--- src/rtl/jk_cmd_sequencer_if.sv ---
// Command handshake between a producer and the JK command sequencer.
// The producer offers a 2-bit flop command; the sequencer answers with ready.
`timescale 1ns/1ps
interface jk_cmd_sequencer_if;
    logic       cmd_valid;
    logic [1:0] cmd_op;
    logic       cmd_ready;

    modport master (output cmd_valid, output cmd_op, input cmd_ready);
    modport slave  (input cmd_valid, input cmd_op, output cmd_ready);
endinterface

--- src/rtl/jk_cmd_sequencer.sv ---
// Buffers JK flop commands in a FIFO, drives j/k for one clock per command,
// then checks the flop's q against the expected result and counts mismatches.
`timescale 1ns/1ps
module jk_cmd_sequencer #(
    parameter int unsigned DEPTH  = 4,
    parameter int unsigned ADDR_W = 2
) (
    input  logic              clk,
    input  logic              rst,
    jk_cmd_sequencer_if.slave cmd,
    output logic              j,
    output logic              k,
    input  logic              q,
    output logic              busy,
    output logic              done,
    output logic              err,
    output logic [ADDR_W:0]   fifo_cnt,
    output logic [7:0]        err_cnt
);

    typedef enum logic [1:0] {
        IDLE  = 2'd0,
        DRIVE = 2'd1,
        CHECK = 2'd2
    } state_t;

    localparam logic [ADDR_W:0] FULL_CNT = (ADDR_W + 1)'(DEPTH);

    state_t            state;
    logic [1:0]        mem [DEPTH];
    logic [ADDR_W-1:0] wr_ptr;
    logic [ADDR_W-1:0] rd_ptr;
    logic [1:0]        op;
    logic [1:0]        head;
    logic              q_before;
    logic              expected;
    logic              push;
    logic              pop;

    // Ready depends only on occupancy, so a pop never frees a slot on the same edge.
    assign cmd.cmd_ready = (fifo_cnt != FULL_CNT);
    assign push          = cmd.cmd_valid && cmd.cmd_ready;
    assign pop           = (state == IDLE) && (fifo_cnt != '0);
    assign busy          = (state != IDLE);
    assign head          = mem[rd_ptr];

    always_comb begin
        expected = q_before;
        case (op)
            2'b00:   expected = q_before;
            2'b01:   expected = 1'b0;
            2'b10:   expected = 1'b1;
            default: expected = ~q_before;
        endcase
    end

    always_ff @(posedge clk) begin
        if (push) begin
            mem[wr_ptr] <= cmd.cmd_op;
        end
    end

    always_ff @(posedge clk or posedge rst) begin
        if (rst) begin
            state    <= IDLE;
            wr_ptr   <= '0;
            rd_ptr   <= '0;
            fifo_cnt <= '0;
            op       <= '0;
            q_before <= 1'b0;
            j        <= 1'b0;
            k        <= 1'b0;
            done     <= 1'b0;
            err      <= 1'b0;
            err_cnt  <= '0;
        end else begin
            done <= 1'b0;
            err  <= 1'b0;

            if (push) begin
                wr_ptr <= wr_ptr + ADDR_W'(1);
            end
            if (pop) begin
                rd_ptr <= rd_ptr + ADDR_W'(1);
            end
            case ({push, pop})
                2'b10:   fifo_cnt <= fifo_cnt + (ADDR_W + 1)'(1);
                2'b01:   fifo_cnt <= fifo_cnt - (ADDR_W + 1)'(1);
                default: fifo_cnt <= fifo_cnt;
            endcase

            case (state)
                IDLE: begin
                    if (pop) begin
                        op       <= head;
                        q_before <= q;
                        j        <= head[1];
                        k        <= head[0];
                        state    <= DRIVE;
                    end
                end
                DRIVE: begin
                    j     <= 1'b0;
                    k     <= 1'b0;
                    state <= CHECK;
                end
                CHECK: begin
                    done  <= 1'b1;
                    state <= IDLE;
                    if (q != expected) begin
                        err <= 1'b1;
                        if (err_cnt != 8'hFF) begin
                            err_cnt <= err_cnt + 8'd1;
                        end
                    end
                end
                default: state <= IDLE;
            endcase
        end
    end

endmodule
--- src/flat_wrapper.sv ---
// flat-port wrapper written by rule: the top's interface ports become plain ports
module jk_cmd_sequencer_flat 
#(
    parameter int unsigned DEPTH  = 4,
    parameter int unsigned ADDR_W = 2
)
  (clk, rst, j, k, q, busy, done, err, fifo_cnt, err_cnt, cmd_cmd_valid, cmd_cmd_op, cmd_cmd_ready);
  jk_cmd_sequencer_if cmd_i ();
  input  logic clk;
  input  logic rst;
  output logic j;
  output logic k;
  input  logic q;
  output logic busy;
  output logic done;
  output logic err;
  output logic [ADDR_W:0] fifo_cnt;
  output logic [7:0] err_cnt;
  input wire logic [$bits(cmd_i.cmd_valid)-1:0] cmd_cmd_valid;
  input wire logic [$bits(cmd_i.cmd_op)-1:0] cmd_cmd_op;
  output wire logic [$bits(cmd_i.cmd_ready)-1:0] cmd_cmd_ready;
  assign cmd_i.cmd_valid = cmd_cmd_valid;
  assign cmd_i.cmd_op = cmd_cmd_op;
  assign cmd_cmd_ready = cmd_i.cmd_ready;
  jk_cmd_sequencer #(.DEPTH(DEPTH), .ADDR_W(ADDR_W)) u_core (.clk(clk), .rst(rst), .cmd(cmd_i), .j(j), .k(k), .q(q), .busy(busy), .done(done), .err(err), .fifo_cnt(fifo_cnt), .err_cnt(err_cnt));
endmodule
--- config.mk ---
export PLATFORM = sky130hd
export DESIGN_NAME = jk_cmd_sequencer_flat
export DESIGN_NICKNAME = d
export VERILOG_FILES = /design/src/rtl/jk_cmd_sequencer_if.sv /design/src/rtl/jk_cmd_sequencer.sv /design/src/flat_wrapper.sv
export SDC_FILE = /design/constraint.sdc
export NUM_CORES = 1
export LEC_CHECK = 0
export BUFFER_PORTS_ARGS = -buffer_cell sky130_fd_sc_hd__buf_2
export CAP_MARGIN = 20
export CELL_PAD_IN_SITES_DETAIL_PLACEMENT = 1
export CELL_PAD_IN_SITES_GLOBAL_PLACEMENT = 1
export CORE_MARGIN = 1.5
export CORE_UTILIZATION = 44
export CTS_BUF_LIST = sky130_fd_sc_hd__clkbuf_16
export DETAILED_ROUTE_END_ITERATION = 12
export PLACE_DENSITY = 0.79
export SLEW_MARGIN = 20
export SYNTH_ARGS = -nofsm -noshare
export SYNTH_HDL_FRONTEND = slang
export SYNTH_SLANG_ARGS = --single-unit
export TNS_END_PERCENT = 1
--- constraint.sdc ---
create_clock -name clk -period 3.02 [get_ports clk]
set_input_delay 0.151 -clock clk [delete_from_list [all_inputs] [get_ports clk]]
set_output_delay 0.151 -clock clk [all_outputs]
set_load 0.005 [all_outputs]
==> flow_summary.json, run 1 <==
{
  "leakagePower_nw": 0.854,
  "worst_ep_arrival_time_ps": 2560,
  "stdcell_area_mm2": 0.00178,
  "synthCells": 118,
  "wl_per_cell_um": 15.6,
  "grt_use_total": 0.195,
  "finalWirelength_um": 2970,
  "dpl_cell_area_mm2": 0.00164,
  "min_period_ps": 2400,
  "synth_cell_types": 31,
  "cp-start-kind": "flop",
  "root_buffer": "clkbuf_16",
  "cp_slowest_cell": "dfrtp_1",
  "ios": 23,
  "crit_fanout": 8,
  "syn-num-nets": 131,
  "async_flop_share": 0.750,
  "cts_tree": "done",
  "yosysSeqAreaShare": 0.566,
  "p_int_w": 0.00126,
  "ctsHoldBuffers": 0,
  "grt_max_degree": 25,
  "post_cts_buffers": 0,
  "cts_resized": 0,
  "synth-edff-count": 8,
  "status": "finished, final reports clean",
  "port_buffers": 22,
  "fin_setup_tns_ps": 0,
  "antenna_cells": 0,
  "die_area_mm2": 0.00374,
  "ys_warn_count": 0,
  "critPathKind": "reg -> reg",
  "synthesis.area_mm2": 0.00149,
  "die_w_um": 61.1,
  "ant_nets": 0,
  "setup_viol": 0,
  "combPwrFrac": 0.362,
  "ys.flop_type": "dfrtp_1",
  "crit_required_ps": 3170,
  "hold_violations": 0,
  "cts_buffers": 5,
  "fin_crit_sh": 0.796,
  "ys_top_cells_by_area": "dfrtp_1, edfxtp_1, ha_1",
  "fmax_ghz": 0.416,
  "clk_latency_ps": 270,
  "worst_pin_slew_ps": 928,
  "reg2regPathDepth": 9,
  "gp_congestion": 0.808,
  "rrSetupSlack_ps": 620,
  "max_stage_delay_ps": 430,
  "clock_tree.buffer_depth": 2,
  "first_global_vias": 1052,
  "power_frac_clock": 0.242,
  "rsz0062_at_grt": "no",
  "via_count": 957,
  "die_h_um": 61.1,
  "syn_to_final_growth_pct": 19.7,
  "skew_ps": 4.07,
  "drive_gt1_frac": 0.313,
  "remaining_drc_errors": 0,
  "drv_cap": 0,
  "p_per_area_mw_per_mm2": 1080,
  "synth_top_area_share": 0.404,
  "p_sw_w": 0.000670,
  "end_kind": "flop",
  "ir_drop_mv": 0.493,
  "antenna_found_initial": 0,
  "core_mm2": 0.00313,
  "p_seq_frac": 0.396,
  "cts.sinks": 32,
  "layout_common_cells": "dfrtp_1, buf_2, nand2_1, inv_1, edfxtp_1",
  "cts.reportedPaths.clkPinSlew_ps": 50,
  "via_per_inst": 5.01,
  "rows": 20,
  "crit_chain": "or2_2 -> or2_2 -> inv_2 -> ha_1 -> inv_1 -> fa_1 -> xor2_1 -> nor2_1 -> xor2_1",
  "rr_startpoint": "u_core.state[0]",
  "finalNetCount": 159,
  "dp_hpwl_um": 2260,
  "synth_area_per_cell_um2": 12.6,
  "hold_class": "in -> async",
  "drtIter0Drc": 35,
  "slew-limit-headroom": 0.380,
  "grt_overflow": 0,
  "h-tree-depth": 2,
  "synth_seq_cells": 32,
  "drtPass1Iterations": 4,
  "layout_commonest_cell": "dfrtp_1",
  "finalMaxSlewViolations": 0,
  "initial_core_util": 0.475,
  "fillers": 335,
  "synth_top_area_cell": "dfrtp_1",
  "rr_endpoint": "u_core.fifo_cnt[2]",
  "switching_share": 0.347,
  "grt_pass1_wl_um": 4970
}
==> cells in the mapped netlist (2+ instances only) <==
master,n
dfrtp_1,24
nand2_1,13
inv_1,9
edfxtp_1,8
ha_1,6
and3_1,5
mux2_2,5
nand3_1,5
nor2_1,4
nor3_1,4
xnor2_1,4
xor2_1,4
nand2b_1,3
a21o_1,2
a31o_2,2
and2_1,2
inv_2,2
mux4_2,2
or2_2,2
==> kinds of logic (layout without fill, tap and decap cells) <==
logic type,count (synthesis),in the layout,synth area share
fa+ha+maj,7,7,0.0640
mux,10,10,0.0926
simple gates,43,43,0.152
compound gates,6,6,0.0438
buf+inv,12,41,0.0354
flops,32,32,0.566
xor+xnor,8,8,0.0471
==> how the worst max path moves through the flow <==
stage               startpoint                 end  slack, ps  cells past startpoint
4_1_cts        u_core.state[0]  u_core.fifo_cnt[2]        610                      9
3_3_place_gp   u_core.state[0]  u_core.fifo_cnt[2]        780                      9
6_report       u_core.state[0]  u_core.fifo_cnt[2]        620                      9
2_1_floorplan  u_core.state[0]  u_core.fifo_cnt[2]        780                     10
5_1_grt        u_core.state[0]  u_core.fifo_cnt[2]        470                      9
3_5_place_dp   u_core.state[0]  u_core.fifo_cnt[2]        630                      9
==> layout make-up <==
class / count / area, um2 / area share
Clock inverter: 3 / 13.8 / 0.00774
Multi-Input combinational cell: 74 / 593 / 0.333
Clock buffer: 5 / 125 / 0.0703
Tap cell: 44 / 55.1 / 0.0309
Timing Repair Buffer: 22 / 110 / 0.0619
Inverter: 11 / 41.3 / 0.0232
Sequential cell: 32 / 841 / 0.473
==> power by group through the flow <==
stage	Combinational, W	Sequential, W	Clock [W]
floorplan	0.000498	0.000745	0
global placement	0.000650	0.000754	0
detailed placement	0.000711	0.000769	0
CTS	0.000724	0.000767	0.000475
global route	0.000796	0.000791	0.000497
finish	0.000700	0.000764	0.000466
==> routing by layer <==
metal	up-vias	global-route usage	share of wire
li1	457	-	-
met1	469	0.215	0.40
met2	23	0.337	0.54
met3	8	0.0567	0.034
met4	0	0.109	0.026
met5	-	0	0
==> sequential cells by signal, summed over array words and instances, names as in the netlist, 2 cells and up <==
signal and cells:
u_core.mem 8, u_core.rd_ptr 2, u_core.fifo_cnt 3, u_core.state 2, u_core.wr_ptr 2, u_core.err_cnt 8
u_core.op 2
==> per-stage QoR <==
| step | hold slack, ps | utilization | std cells | total power [W] | setup WS (ps) |
|---|---|---|---|---|---|
| 6_report | 92.0 | 0.569 | 191 | 0.00193 | 617 |
| 3_3_place_gp | 366 | 0.524 | 183 | 0.00140 | 776 |
| 5_1_grt | 105 | 0.569 | 191 | 0.00208 | 474 |
| 2_1_floorplan | 166 | - | 118 | 0.00124 | 781 |
| 4_1_cts | 97.2 | 0.569 | 191 | 0.00197 | 608 |
| 3_5_place_dp | 379 | 0.524 | 183 | 0.00148 | 627 |
==> critical path, delay by kind of cell, from the launching register on <==
family,cells,cell delay [ps]
buffers and inverters,2,180
and+or+nand+nor,3,760
adders and majority gates,2,570
DFF,1,430
xor gates and xnor gates,2,330
No activity file was read; power rests on OpenSTA's default activity.
==> inputs of run 2 (changes only) <==
Settings changed: ABC_AREA set to 1, CORE_UTILIZATION 44 to 42, PLACE_DENSITY 0.79 to 0.8.
Clock period 3.02 ns to 2.3 ns, I/O delays scaled along.
==> run 2 against run 1 <==
Against the previous run: register-to-register slack got worse by 400 ps; hold slack lost 41 ps; core utilization fell by 1.6 points; power rose by 32%; synthesized cell count rose by 52%; die area is 9.3% higher; global-route usage fell by 0.24 points; critical path type unchanged.
==> flow_summary.json, run 2 <==
{
  "ctsHoldBuffers": 0,
  "core_mm2": 0.00344,
  "grt_overflow": 0,
  "cts.reportedPaths.clkPinSlew_ps": 50,
  "finalNetCount": 223,
  "ant_nets": 0,
  "finalMaxSlewViolations": 0,
  "die_h_um": 63.9,
  "synth_top_area_share": 0.386,
  "min_period_ps": 2090,
  "drtIter0Drc": 32,
  "synth_top_area_cell": "dfrtp_1",
  "gp_congestion": 0.719,
  "synth_area_per_cell_um2": 8.70,
  "grt_use_total": 0.193,
  "clock_tree.buffer_depth": 2,
  "dp_hpwl_um": 2500,
  "critPathKind": "reg -> reg",
  "setup_viol": 0,
  "end_kind": "flop",
  "cts_buffers": 5,
  "port_buffers": 22,
  "grt_pass1_wl_um": 5930,
  "synth_seq_cells": 32,
  "skew_ps": 2.80,
  "root_buffer": "clkbuf_16",
  "rows": 21,
  "ios": 23,
  "hold_class": "in -> reg",
  "layout_common_cells": "nand2_1, inv_1, dfrtp_1, nor2_1, buf_2",
  "fillers": 434,
  "syn-num-nets": 192,
  "fin_setup_tns_ps": 0,
  "drive_gt1_frac": 0.171,
  "status": "finished, final reports clean",
  "ys_top_cells_by_area": "dfrtp_1, edfxtp_1, nand2_1",
  "yosysSeqAreaShare": 0.540,
  "die_w_um": 63.9,
  "netlist_top_cells_count": "nand2_1, inv_1, dfrtp_1",
  "synth_cell_types": 20,
  "crit_required_ps": 2450,
  "slew-limit-headroom": 0.709,
  "reg_top3": "u_core.err_cnt (8), u_core.mem (8), u_core.fifo_cnt (3)",
  "ir_drop_mv": 0.741,
  "antenna_found_initial": 0,
  "post_cts_buffers": 0,
  "first_global_vias": 1346,
  "fin_crit_sh": 0.907,
  "cp-start-kind": "flop",
  "remaining_drc_errors": 0,
  "antenna_cells": 0,
  "p_seq_frac": 0.377,
  "clk_latency_ps": 280,
  "switching_share": 0.390,
  "worst_ep_arrival_time_ps": 2230,
  "combPwrFrac": 0.380,
  "p_sw_w": 0.000994,
  "wl_per_cell_um": 13.3,
  "p_int_w": 0.00156,
  "grt_max_degree": 25,
  "cts.sinks": 32,
  "p_per_area_mw_per_mm2": 1340,
  "ys_warn_count": 0,
  "synthesis.area_mm2": 0.00156,
  "ys.flop_type": "dfrtp_1",
  "rsz0062_at_grt": "no",
  "layout_commonest_cell": "nand2_1",
  "drv_cap": 0,
  "synth.most_common_cell": "nand2_1",
  "crit_fanout": 6,
  "worst_pin_slew_ps": 437,
  "final_cells": 257,
  "fmax_ghz": 0.479,
  "syn_to_final_growth_pct": 22.1,
  "cts_resized": 0,
  "die_area_mm2": 0.00408,
  "async_flop_share": 0.750,
  "initial_core_util": 0.453,
  "h-tree-depth": 2,
  "power_frac_clock": 0.243,
  "leakagePower_nw": 0.996,
  "finalWirelength_um": 3410,
  "cts_tree": "done",
  "drtPass1Iterations": 4,
  "via_count": 1237,
  "hold_violations": 0,
  "synth-edff-count": 8,
  "via_per_inst": 4.81,
  "synthCells": 179,
  "dpl.cell_count": 247
}
[run 2: changes by cell type after synthesis, sizes merged, moves of 5 or more]
cell   change
o21ai     +12
nand2     +38
inv       +19
nor2      +20
mux2       -7
and3       -5
[run 2: final cells by class]
type                            count  area [um2]  area share
Sequential cell                    32         841       0.442
Multi-Input combinational cell    117         604       0.318
Timing Repair Buffer               24         148      0.0776
Clock buffer                        5         125      0.0658
Inverter                           30         113      0.0592
Tap cell                           46        57.6      0.0303
Clock inverter                      3        13.8     0.00724
[run 2: per-layer routing]
metal | vias up | routed length, um | GRT usage
li1 | 613 | - | -
met3 | 11 | 120 | 0.0335
met4 | 0 | 102 | 0.117
met2 | 28 | 1860 | 0.368
met5 | - | 0 | 0
met1 | 585 | 1320 | 0.191
[run 2: path summary, 6_finish.rpt]
| kind | start | endpoint | slack (ps) | cells past startpoint |
|---|---|---|---|---|
| setup / recovery | u_core.state[0] | u_core.fifo_cnt[2] | 210 | 9 |
| hold / removal | cmd_cmd_op[1] | u_core.mem[1][1] | 50 | 1 |
| setup reg to reg | u_core.state[0] | u_core.fifo_cnt[2] | 210 | 9 |
| hold reg to reg | u_core.fifo_cnt[0] | u_core.fifo_cnt[0] | 500 | 1 |
| max in group asynchronous | rst | u_core.err_cnt[4] | 1490 | 4 |
| min in group asynchronous | rst | u_core.err_cnt[2] | 380 | 3 |
[run 2: metrics by stage]
step	total power, W	utilization	hold WS (ps)	setup slack, ps	instance area (um2)
floorplan	0.00160	-	130	451	1560
global placement	0.00186	0.501	336	362	1730
detailed placement	0.00194	0.501	336	233	1730
CTS	0.00259	0.542	47.0	195	1860
global route	0.00279	0.553	60.2	43.8	1900
finish	0.00255	0.553	50.9	214	1900
[run 2: worst max-delay path: stages, from the launching register on]
cell and delay (ps):
dfrtp_1 420, nor2_1 140, nand2_1 150, inv_1 180, ha_1 180, inv_1 80, fa_1 390, a21oi_1 140
o21ai_0 110, xor2_1 160
[run 2: cells by family after synthesis]
| logic type | after synthesis | synth area share |
|---|---|---|
| buf+inv | 30 | 0.0723 |
| compound gates | 16 | 0.0530 |
| fa+ha+maj | 7 | 0.0610 |
| xor+xnor | 6 | 0.0337 |
| simple gates | 88 | 0.240 |
| flops | 32 | 0.540 |
[run 2: power groups by stage]
| stage | registers [W] | logic (W) | clock network (W) |
|---|---|---|---|
| floorplan | 0.000943 | 0.000658 | 0 |
| global placement | 0.000947 | 0.000909 | 0 |
| detailed placement | 0.000972 | 0.000967 | 0 |
| CTS | 0.000965 | 0.000991 | 0.000637 |
| global route | 0.000992 | 0.00114 | 0.000655 |
| finish | 0.000963 | 0.000969 | 0.000619 |
